--- config.mk ---
export PLATFORM = sky130hd
export DESIGN_NAME = miriscv_mem_arbiter
export DESIGN_NICKNAME = d
export VERILOG_FILES = /design/src/rtl/miriscv_mem_arbiter.sv
export SDC_FILE = /design/constraint.sdc
export NUM_CORES = 1
export LEC_CHECK = 0
export BUFFER_PORTS_ARGS = -buffer_cell sky130_fd_sc_hd__buf_2
export CORE_AREA = 2 2 106 108
export CTS_BUF_LIST = sky130_fd_sc_hd__clkbuf_8
export CTS_CLUSTER_SIZE = 40
export DETAILED_ROUTE_END_ITERATION = 7
export DIE_AREA = 0 0 108 110
export GPL_ROUTABILITY_DRIVEN = 0
export PLACE_DENSITY = 0.57
export SLEW_MARGIN = 5
export SYNTH_ARGS = -nofsm -noshare
export SYNTH_HDL_FRONTEND = slang
export SYNTH_SLANG_ARGS = --single-unit
--- constraint.sdc ---
create_clock -name clk_i -period 1.2 [get_ports clk_i]
set_clock_uncertainty 0.15 [all_clocks]
set_input_delay 0.24 -clock clk_i [delete_from_list [all_inputs] [get_ports clk_i]]
set_output_delay 0.24 -clock clk_i [all_outputs]
set_load 0.02 [all_outputs]
--- src/rtl/miriscv_mem_arbiter.sv ---
// Two-requester arbiter sharing one single-port memory between fetch and LSU.
// Define MIRISCV_ARB_RR_EN for round-robin arbitration; default is fixed data-over-instr priority.
module miriscv_mem_arbiter #(
  parameter int XLEN = 32
) (
  input  logic                clk_i,
  input  logic                arstn_i,

  input  logic                instr_req_i,
  input  logic [XLEN-1:0]     instr_addr_i,
  output logic                instr_rvalid_o,
  output logic [XLEN-1:0]     instr_rdata_o,

  input  logic                data_req_i,
  input  logic                data_we_i,
  input  logic [XLEN/8-1:0]   data_be_i,
  input  logic [XLEN-1:0]     data_addr_i,
  input  logic [XLEN-1:0]     data_wdata_i,
  output logic                data_rvalid_o,
  output logic [XLEN-1:0]     data_rdata_o,

  output logic                mem_req_o,
  output logic                mem_we_o,
  output logic [XLEN/8-1:0]   mem_be_o,
  output logic [XLEN-1:0]     mem_addr_o,
  output logic [XLEN-1:0]     mem_wdata_o,
  input  logic                mem_rvalid_i,
  input  logic [XLEN-1:0]     mem_rdata_i,

  output logic                arb_err_o
);

  typedef enum logic {
    IDLE = 1'b0,
    BUSY = 1'b1
  } state_e;

  state_e state_q, state_d;
  logic   owner_q, owner_d;   // 0 = instr, 1 = data
  logic   err_q, err_d;
  logic   grant_data;
  logic   any_req;

  assign any_req = instr_req_i | data_req_i;

`ifdef MIRISCV_ARB_RR_EN
  // prio_q names the port that wins the next tie; it flips to the other port on every grant.
  logic prio_q, prio_d;

  always_comb begin
    grant_data = data_req_i & (~instr_req_i | prio_q);
    prio_d     = prio_q;
    if ((state_q == IDLE) && any_req) begin
      prio_d = ~grant_data;
    end
  end

  always_ff @(posedge clk_i or negedge arstn_i) begin
    if (!arstn_i) begin
      prio_q <= 1'b0;
    end else begin
      prio_q <= prio_d;
    end
  end
`else
  always_comb begin
    grant_data = data_req_i;
  end
`endif

  always_comb begin
    state_d        = state_q;
    owner_d        = owner_q;
    err_d          = (state_q == IDLE) & mem_rvalid_i;
    mem_req_o      = 1'b0;
    mem_we_o       = 1'b0;
    mem_be_o       = '0;
    mem_addr_o     = '0;
    mem_wdata_o    = '0;
    instr_rvalid_o = 1'b0;
    instr_rdata_o  = '0;
    data_rvalid_o  = 1'b0;
    data_rdata_o   = '0;

    case (state_q)
      IDLE: begin
        // A response seen here is stray; it only feeds err_d and never blocks a new issue.
        if (any_req) begin
          mem_req_o = 1'b1;
          owner_d   = grant_data;
          state_d   = BUSY;
          if (grant_data) begin
            mem_we_o    = data_we_i;
            mem_be_o    = data_be_i;
            mem_addr_o  = data_addr_i;
            mem_wdata_o = data_wdata_i;
          end else begin
            mem_be_o    = '1;
            mem_addr_o  = instr_addr_i;
          end
        end
      end
      BUSY: begin
        if (mem_rvalid_i) begin
          state_d = IDLE;
          if (owner_q) begin
            data_rvalid_o = 1'b1;
            data_rdata_o  = mem_rdata_i;
          end else begin
            instr_rvalid_o = 1'b1;
            instr_rdata_o  = mem_rdata_i;
          end
        end
      end
      default: begin
        state_d = IDLE;
      end
    endcase
  end

  always_ff @(posedge clk_i or negedge arstn_i) begin
    if (!arstn_i) begin
      state_q <= IDLE;
      owner_q <= 1'b0;
      err_q   <= 1'b0;
    end else begin
      state_q <= state_d;
      owner_q <= owner_d;
      err_q   <= err_d;
    end
  end

  assign arb_err_o = err_q;

endmodule

== Yosys cells after proc, flatten, opt, wreduce, memory -nomap -nowiden ==
Index checks and enable logic that the tools add are counted.

* Bits of input ports: 138
* Word-level logic and storage cells: 35
* Output and inout bits: 137
* Register bits after elaboration: 3

* Muxes and demuxes: 28
* Bitwise operators: 3
* Reductions and logical operators: 1

{| class="wikitable"
|+ Operator list
! cell !! count
|-
| 32-bit two-way mux || 12
|-
| 1-bit two-way mux || 12
|-
| 4-bit two-way mux || 3
|-
| 1-bit one-hot mux with 2 select lines || 1
|-
| 2-bit AND reduction || 1
|-
| 1-bit AND || 1
|-
| 1-bit NOT || 1
|-
| 1-bit OR || 1
|}

== Depth between registers and ports, before layout ==
Gate-level depths: netlist (run 1).

* Depth after elaboration: 3
* Mapped depth: 4
* Mapped depth without buffers: 2

== Least setup slack after synthesis (run 1) ==
Ideal clock, no wire load.

* Kind: reg2out
* From: register state_q
* To: output mem_addr_o[10]
* Required time: 0.810 ns
* Cell stages (with the launch flop): 5
* Buffers on the path: 3
* Slack: -0.341 ns
* Arrival time: 1.151 ns
* Cells stage by stage: dfrtp_1 -> buf_6 -> buf_2 -> buf_2 -> a21oi_1

* Cells in the longest elaborated chain, start to end: 1

{| class="wikitable"
|+ Ends and longest elaborated chain
! what !! line !! RTL
|-
| from (decl) || 38 || <nowiki>state_e state_q, state_d;</nowiki>
|-
| from (signal assigned) || 127 || <nowiki>state_q <= state_d;</nowiki>
|-
| 32-bit two-way mux || 85 || <nowiki>case (state_q)</nowiki>
|-
| to (decl) || 25 || <nowiki>output logic [XLEN-1:0] mem_addr_o,</nowiki>
|}

No other way between the ends.

== Worst setup path in the final report (run 1) ==
* From: register state_q
* To: output instr_rdata_o[30]

* Cells in the longest elaborated chain, start to end: 1

{| class="wikitable"
|+ Ends and longest elaborated chain
! what !! line !! RTL
|-
| 32-bit two-way mux || 85 ||
|-
| to (decl) || 12 || <nowiki>output logic [XLEN-1:0] instr_rdata_o,</nowiki>
|}

No other way between the ends.

==> impl_metrics.json, run 1 <==
{
  "p_per_area_mw_per_mm2": 590.2,
  "antenna_found_initial": 0,
  "first_global_vias": 2757,
  "synth_edf_count": 0,
  "setup_violations": 138,
  "crit_fanout": 8,
  "synth_cell_type_count": 18,
  "start_util_pct": 13.80,
  "yosysTopAreaCellShare_pct": 41.10,
  "core.rowCount": 38,
  "async_flop_share_pct": 100.0,
  "grt_max_degree": 42,
  "die_w_um": 108,
  "num_vias": 2861,
  "worstRegToRegCells": 5,
  "drtIter0Drc": 118,
  "cp.required_ns": 0.81,
  "pre_cts_slack_ns": -0.4817,
  "rr_startpoint": "state_q$_DFF_PN0_",
  "syn_to_final_growth_pct": 225.1,
  "synth_seq_cells": 3,
  "cp-start-kind": "register",
  "wl_per_cell_um": 15.73,
  "firstDrtPassIters": 4,
  "synth_nets": 376,
  "yosysSeqAreaShare_pct": 5.085,
  "synth_cells": 238,
  "p_leak_uw": 0.002356,
  "worst-setup-path-type": "reg -> out",
  "numCtsBuffers": 3,
  "die_h_um": 110,
  "status": "finished, violations left",
  "track_usage_pct": 13.79,
  "ys_warn_count": 0,
  "fmax_mhz": 535.0,
  "cts.root.buffer_cell": "clkbuf_8",
  "ff2ff_setup_slack_ns": -0.14,
  "end_kind": "output pin",
  "cts.clk_slew.worst_paths_ns": 0.03,
  "tns_ns": -78.23,
  "synthTopCellsByArea": "and2_1 41%, nand3b_1 15%, a21oi_1 12%",
  "grt_pass1_wl_um": 13100,
  "worst_pin_slew_ns": 0.2289,
  "regArea_um2": 80.08,
  "drv_cap": 0,
  "synth_common_cells": "97 x and2_1, 35 x a21oi_1, 34 x nand2_1",
  "num_io_pins": 275,
  "reg2reg_to": "owner_q$_DFFE_PN0P_",
  "yosysTopAreaCell": "and2_1",
  "fin_crit_sh_pct": 155.8,
  "finalHoldViolations": 0,
  "layout.nets": 672,
  "ys.flop_type": "dfrtp_1",
  "cts_tree": "built",
  "n_antenna_cell": 0,
  "synth_area_mm2": 0.001476,
  "slew_violations": 0,
  "fill_cells": 1040,
  "cts.sinks": 3,
  "rsz0062_at_grt": "yes",
  "die_area_mm2": 0.01188,
  "drc_errors": 0,
  "hpwlAfterDp_um": 6489,
  "avgSynthCellArea_um2": 6.203,
  "synth.most_common_cell": "and2_1",
  "multi_input_area_mm2": 0.001966,
  "layout-drive-gt1-share_pct": 83.49,
  "relSlewSlack_pct": 84.74,
  "numPortBuffers": 274,
  "clockBufferDepth": 2,
  "peakVddDrop_mv": 0.3841,
  "postRouteAntennaNets": 0,
  "htree_num_levels": 1,
  "gr-total-overflow": 0,
  "layout_setup_ws_ns": -0.6691,
  "viasPerCell": 4.251,
  "clock_latency_ns": 0.22,
  "hold_class": "in -> async",
  "core_area_mm2": 0.01070,
  "violations": "setup timing",
  "routed_wl_um": 10580,
  "timing.final.crit_period_ns": 1.869,
  "arrival_ns": 1.48
}
## state kept, by name, indices dropped and copies added (netlist names)
| register | count |
|---|---|
| arb_err_o | 1 |
| owner_q | 1 |
| state_q | 1 |
## cells by family after synthesis
logic type      synth area share (%)
compound gates                 13.56
flops                          5.085
simple gates                   70.51
buf+inv                        10.85
## final cells by class
class,instances,share of cell area (%)
Clock inverter,1,0.07821
Timing Repair Buffer,310,52.79
Sequential cell,3,1.668
Clock buffer,3,0.8603
Tap cell,140,3.650
Multi-Input combinational cell,216,40.95
## where the power goes
group / leakage [µW] / internal [µW] / switching, µW
combinational: 0.00229 / 1240 / 1160
clock: 0.0000269 / 218 / 69.0
sequential: 0.0000340 / 119 / 24.5
total: 0.00236 / 1580 / 1250
## through the flow
step	hold WS [ns]	utilization [%]	cells	cell area, µm²	power, µW
2_1_floorplan	-0.2056	-	238	2163	1344
3_3_place_gp	-0.1112	34.60	646	3701	1919
3_5_place_dp	-0.1091	34.60	646	3701	1943
4_1_cts	0.2040	39.72	661	4249	2519
5_1_grt	0.2147	44.87	673	4800	2975
6_report	0.2005	44.87	673	4800	2833
## per-layer routing
metal	vias up	GRT usage [%]	part of all wire, %
li1	1369	-	-
met1	1333	14.82	36
met2	153	28.48	56
met3	6	1.999	7.0
met4	0	2.381	0.69
met5	-	0	0
## timing repair
| item | 4_1_cts | 5_1_grt |
|---|---|---|
| setup buffers | 6 | 5 |
| hold buffers | 1 | 0 |
| resized for setup | 138 | 123 |
| endpoints found under the hold margin | 3 | 0 |
| setup endpoints to repair | 137 | 138 |
| cloned | 4 | 9 |
| pin swaps | 1 | 30 |
## how the worst max path moves through the flow
stage,start,endpoint
final,state_q$_DFF_PN0_,instr_rdata_o[30]
after global routing,state_q$_DFF_PN0_,instr_rdata_o[26]
after CTS,state_q$_DFF_PN0_,mem_wdata_o[11]
after detailed placement,state_q$_DFF_PN0_,instr_rdata_o[30]
after global placement,state_q$_DFF_PN0_,instr_rdata_o[8]
after floorplan,owner_q$_DFFE_PN0P_,instr_rdata_o[22]
## critical path: stages, from the launching register on
cell,delay [ns]
dfrtp_4,0.52
buf_6,0.16
and3b_2,0.29
and2_4,0.17
buf_6,0.12
## cells in the final DEF, fill, tap and decap left out, types with 2 or more instances in the layout
cell	n
buf_12	6
and2_1	16
clkbuf_8	3
a21oi_4	34
clkbuf_16	4
buf_6	109
nand2_1	34
nand2b_4	3
and3b_4	2
and2_4	81
nand3b_1	30
buf_4	41
and3b_2	2
and3_4	4
o2bb2ai_4	2
buf_2	148
(Power assumes the default switching activity.)
==> inputs of run 2 (changes only) <==
- PLACE_DENSITY: 0.57 -> 0.55
- clock period: 1.2 -> 1.75 ns (I/O delays scaled with it)
==> impl_metrics.json, run 2 (synthesized netlist as in run 1, its figures left out) <==
{
  "status": "finished, violations left",
  "violations": "setup timing",
  "clock_latency_ns": 0.22,
  "regArea_um2": 77.57,
  "layout_setup_ws_ns": -0.1564,
  "first_global_vias": 2465,
  "cp_common_cell": "buf_6",
  "crit_family": "buffers and inverters",
  "slowest_stage": "dfrtp_2",
  "die_h_um": 110,
  "setup_violations": 132,
  "fmax_mhz": 524.6,
  "timing.final.crit_period_ns": 1.906,
  "pre_cts_slack_ns": -0.08694,
  "num_vias": 2776,
  "num_io_pins": 275,
  "fill_cells": 1181,
  "slew_violations": 0,
  "rsz0062_at_grt": "yes",
  "final_cell_mix": "193 x buf_2, 65 x and2_1, 50 x buf_6",
  "cts_tree": "built",
  "clockBufferDepth": 2,
  "cts.sinks": 3,
  "final_common_cell": "buf_2",
  "ff2ff_setup_slack_ns": 0.38,
  "end_kind": "output pin",
  "core_area_mm2": 0.01070,
  "arrival_ns": 1.41,
  "antenna_found_initial": 0,
  "core.rowCount": 38,
  "p_per_area_mw_per_mm2": 410.9,
  "multi_input_area_mm2": 0.001428,
  "p_leak_uw": 0.002054,
  "htree_num_levels": 1,
  "hpwlAfterDp_um": 7026,
  "firstDrtPassIters": 4,
  "die_area_mm2": 0.01188,
  "worst-setup-path-type": "reg -> out",
  "postRouteAntennaNets": 0,
  "hold_class": "in -> async",
  "path_cells": "buf_6, nor2b_4, buf_4, buf_12, and2_1, buf_6",
  "numCtsBuffers": 3,
  "wl_per_cell_um": 15.20,
  "fin_crit_sh_pct": 108.9,
  "relSlewSlack_pct": 78.72,
  "n_antenna_cell": 0,
  "crit_fanout": 18,
  "slowest_delay_ns": 0.39,
  "drc_errors": 0,
  "cts.root.buffer_cell": "clkbuf_8",
  "layout-drive-gt1-share_pct": 66.60,
  "syn_to_final_growth_pct": 148.6,
  "track_usage_pct": 14.46,
  "crit_buf_inv": 4,
  "utilization_pct": 34.30,
  "cp-start-kind": "register",
  "gr-total-overflow": 0,
  "die_w_um": 108,
  "peakVddDrop_mv": 0.1464,
  "layout.nets": 657,
  "drv_cap": 0,
  "cp.required_ns": 1.25,
  "grt_pass1_wl_um": 13020,
  "drtIter0Drc": 121,
  "viasPerCell": 4.219,
  "start_util_pct": 13.80,
  "grt_max_degree": 38,
  "routed_wl_um": 10000,
  "numPortBuffers": 274,
  "worst_pin_slew_ns": 0.3192,
  "finalHoldViolations": 0,
  "cts.clk_slew.worst_paths_ns": 0.03
}
## run 2: changes by cell type in the layout (fill, tap and decap cells not counted), sizes merged
cell and change:
buf -13, clkbuf -4, and3 +1, and3b +1
## run 2: layout make-up
class | count | share of cell area, %
Sequential cell | 3 | 2.114
Tap cell | 140 | 4.773
Timing Repair Buffer | 293 | 52.98
Multi-Input combinational cell | 218 | 38.90
Clock inverter | 1 | 0.1023
Clock buffer | 3 | 1.125
## run 2: metal layers
| metal | track usage (%) | part of all wire [%] | up-vias |
|---|---|---|---|
| li1 | - | - | 1341 |
| met1 | 14.92 | 35 | 1258 |
| met2 | 30.41 | 56 | 167 |
| met3 | 2.116 | 7.6 | 10 |
| met4 | 2.930 | 1.5 | 0 |
| met5 | 0 | 0 | - |
## run 2: where the power goes
group	leakage [µW]	switching (µW)	internal, µW
clock	0.0000269	48.6	150
sequential	0.0000338	17.3	80.4
combinational	0.00199	644	568
total	0.00205	710	798
## run 2: metrics by stage
step	std cells	cell area [µm²]	TNS [ns]	total power [µW]	hold slack, ns
3_3_place_gp	638	2983	-0.9302	1034	-0.003650
6_report	658	3670	-9.647	1508	0.3242
3_5_place_dp	638	2983	-2.478	1046	-0.0003880
5_1_grt	658	3670	-17.15	1601	0.3317
4_1_cts	657	3577	-10.70	1475	0.3233
2_1_floorplan	238	1476	0	655.1	-0.09559
## run 2: path summary, 6_finish.rpt
kind,start,endpoint,cells after the start
min in group clk_i,mem_rvalid_i,state_q$_DFF_PN0_,2
min,arstn_i,arb_err_o$_DFF_PN0_,2
min reg2reg,owner_q$_DFFE_PN0P_,owner_q$_DFFE_PN0P_,1
max,state_q$_DFF_PN0_,mem_wdata_o[8],6
max reg2reg,state_q$_DFF_PN0_,owner_q$_DFFE_PN0P_,4
max in group asynchronous,arstn_i,state_q$_DFF_PN0_,2
## run 2: repair_timing
item | CTS | global route
resized for setup | 143 | 37
pin swaps | 3 | 0
hold buffers | 1 | 0
buffers inserted | 6 | 1
gates cloned | 8 | 1
endpoints found under the setup margin | 136 | 136
hold endpoints to repair | 3 | 0
==> inputs of run 3 (changes only) <==
- RECOVER_POWER: unset -> 100
==> impl_metrics.json, run 3 (synthesized netlist as in run 1, its figures left out) <==
{
  "power_uw": 1507,
  "numPortBuffers": 274,
  "cts.sinks": 3,
  "worst_pin_slew_ns": 0.3192,
  "layout-drive-gt1-share_pct": 66.22,
  "routed_wl_um": 9994,
  "rr_startpoint": "state_q$_DFF_PN0_",
  "rsz0062_at_grt": "yes",
  "first_global_vias": 2465,
  "violations": "setup timing",
  "num_io_pins": 275,
  "path_cells": "buf_6, nor2b_4, buf_4, buf_12, and2_1, buf_6",
  "timing.final.crit_period_ns": 1.906,
  "setup_violations": 132,
  "cp_common_cell": "buf_6",
  "slowest_stage": "dfrtp_2",
  "gr-total-overflow": 0,
  "clock_latency_ns": 0.22,
  "drtIter0Drc": 122,
  "layout_setup_ws_ns": -0.1563,
  "worst-setup-path-type": "reg -> out",
  "final_cell_mix": "191 x buf_2, 65 x and2_1, 50 x buf_6",
  "startpoint": "state_q$_DFF_PN0_",
  "slowest_delay_ns": 0.39,
  "crit_fanout": 18,
  "hold_class": "in -> async",
  "stdcell_area_mm2": 0.003667,
  "firstDrtPassIters": 4,
  "antenna_found_initial": 0,
  "clockBufferDepth": 2,
  "p_per_area_mw_per_mm2": 410.9,
  "htree_num_levels": 1,
  "viasPerCell": 4.217,
  "cts.clk_slew.worst_paths_ns": 0.03,
  "num_vias": 2775,
  "worstSetupEndpoint": "mem_wdata_o[8]",
  "slew_violations": 0,
  "cp-start-kind": "register",
  "cts.root.buffer_cell": "clkbuf_8",
  "start_util_pct": 13.80,
  "peakVddDrop_mv": 0.1464,
  "postRouteAntennaNets": 0,
  "final_common_cell": "buf_2",
  "die_h_um": 110,
  "relSlewSlack_pct": 78.72,
  "dpl_cell_area_mm2": 0.002983,
  "fmax_mhz": 524.6,
  "core.rowCount": 38,
  "ff2ff_setup_slack_ns": 0.38,
  "hpwlAfterDp_um": 7026,
  "layout.nets": 657,
  "reg2reg_to": "owner_q$_DFFE_PN0P_",
  "wl_per_cell_um": 15.19,
  "cts_tree": "built",
  "die_w_um": 108,
  "track_usage_pct": 14.46,
  "drv_cap": 0,
  "status": "finished, violations left",
  "numCtsBuffers": 3,
  "n_antenna_cell": 0,
  "grt_max_degree": 38,
  "fin_crit_sh_pct": 108.9,
  "drc_errors": 0,
  "pre_cts_slack_ns": -0.08694,
  "grt_pass1_wl_um": 13020,
  "p_leak_uw": 0.002048,
  "end_kind": "output pin",
  "cp.required_ns": 1.25,
  "worst_hold_slack_ns": 0.3368,
  "worstRegToRegCells": 4,
  "syn_to_final_growth_pct": 148.4,
  "finalHoldViolations": 0,
  "die_area_mm2": 0.01188,
  "arrival_ns": 1.41,
  "core_area_mm2": 0.01070
}
## run 3: cell count changes in the layout (fill, tap and decap cells not counted), sizes merged
cell / previous run / this run
buf: 292 / 290
clkbuf: 3 / 5
## run 3: what timing repair did
item	CTS	global route
endpoints found under the setup margin	136	136
pin swaps	3	0
setup buffers	6	1
hold endpoints to repair	3	0
hold buffers	1	0
gates resized for setup	143	37
gates cloned	8	1
## run 3: through the flow
stage | instances | utilization (%) | TNS (ns)
global route | 658 | 34.28 | -17.15
finish | 658 | 34.28 | -9.622
detailed placement | 638 | 27.88 | -2.478
floorplan | 238 | - | 0
CTS | 657 | 33.44 | -10.70
global placement | 638 | 27.88 | -0.9302
## run 3: worst max-delay path: cells and delay by family (launching register included)
kind	cells	cell delay (ns)
buffers and inverters	4	0.51
flip-flops	1	0.39
AND/OR/NAND/NOR	2	0.28
## run 3: worst min-delay path by stage
stage	slack, ns	depth (start not counted)	end	startpoint
2_1_floorplan	-0.1	0	arb_err_o$_DFF_PN0_	arstn_i
3_5_place_dp	-0.0004	1	arb_err_o$_DFF_PN0_	arstn_i
6_report	0.34	2	arb_err_o$_DFF_PN0_	arstn_i
4_1_cts	0.32	2	state_q$_DFF_PN0_	mem_rvalid_i
3_3_place_gp	-0.004	1	arb_err_o$_DFF_PN0_	arstn_i
5_1_grt	0.35	2	arb_err_o$_DFF_PN0_	arstn_i
## run 3: power by group
part           total [µW]  switching (µW)  internal [µW]
clock network         198            48.6            150
registers            97.7            17.3           80.4
logic                1210             644            567
total                1510             710            797
## run 3: cell type report
class                   count  area, µm²
flip-flops and latches      3      77.57
multi-input cells         218       1428
clock inverters             1      3.754
clock buffers               3      41.29
well taps                 140      175.2
fillers                  1178       7030
repair buffers            293       1942
## run 3: per-layer routing
| metal | part of all wire (%) | GRT usage [%] |
|---|---|---|
| met1 | 35 | 14.92 |
| met2 | 56 | 30.41 |
| met3 | 7.6 | 2.116 |
| met4 | 1.5 | 2.930 |
| met5 | 0 | 0 |
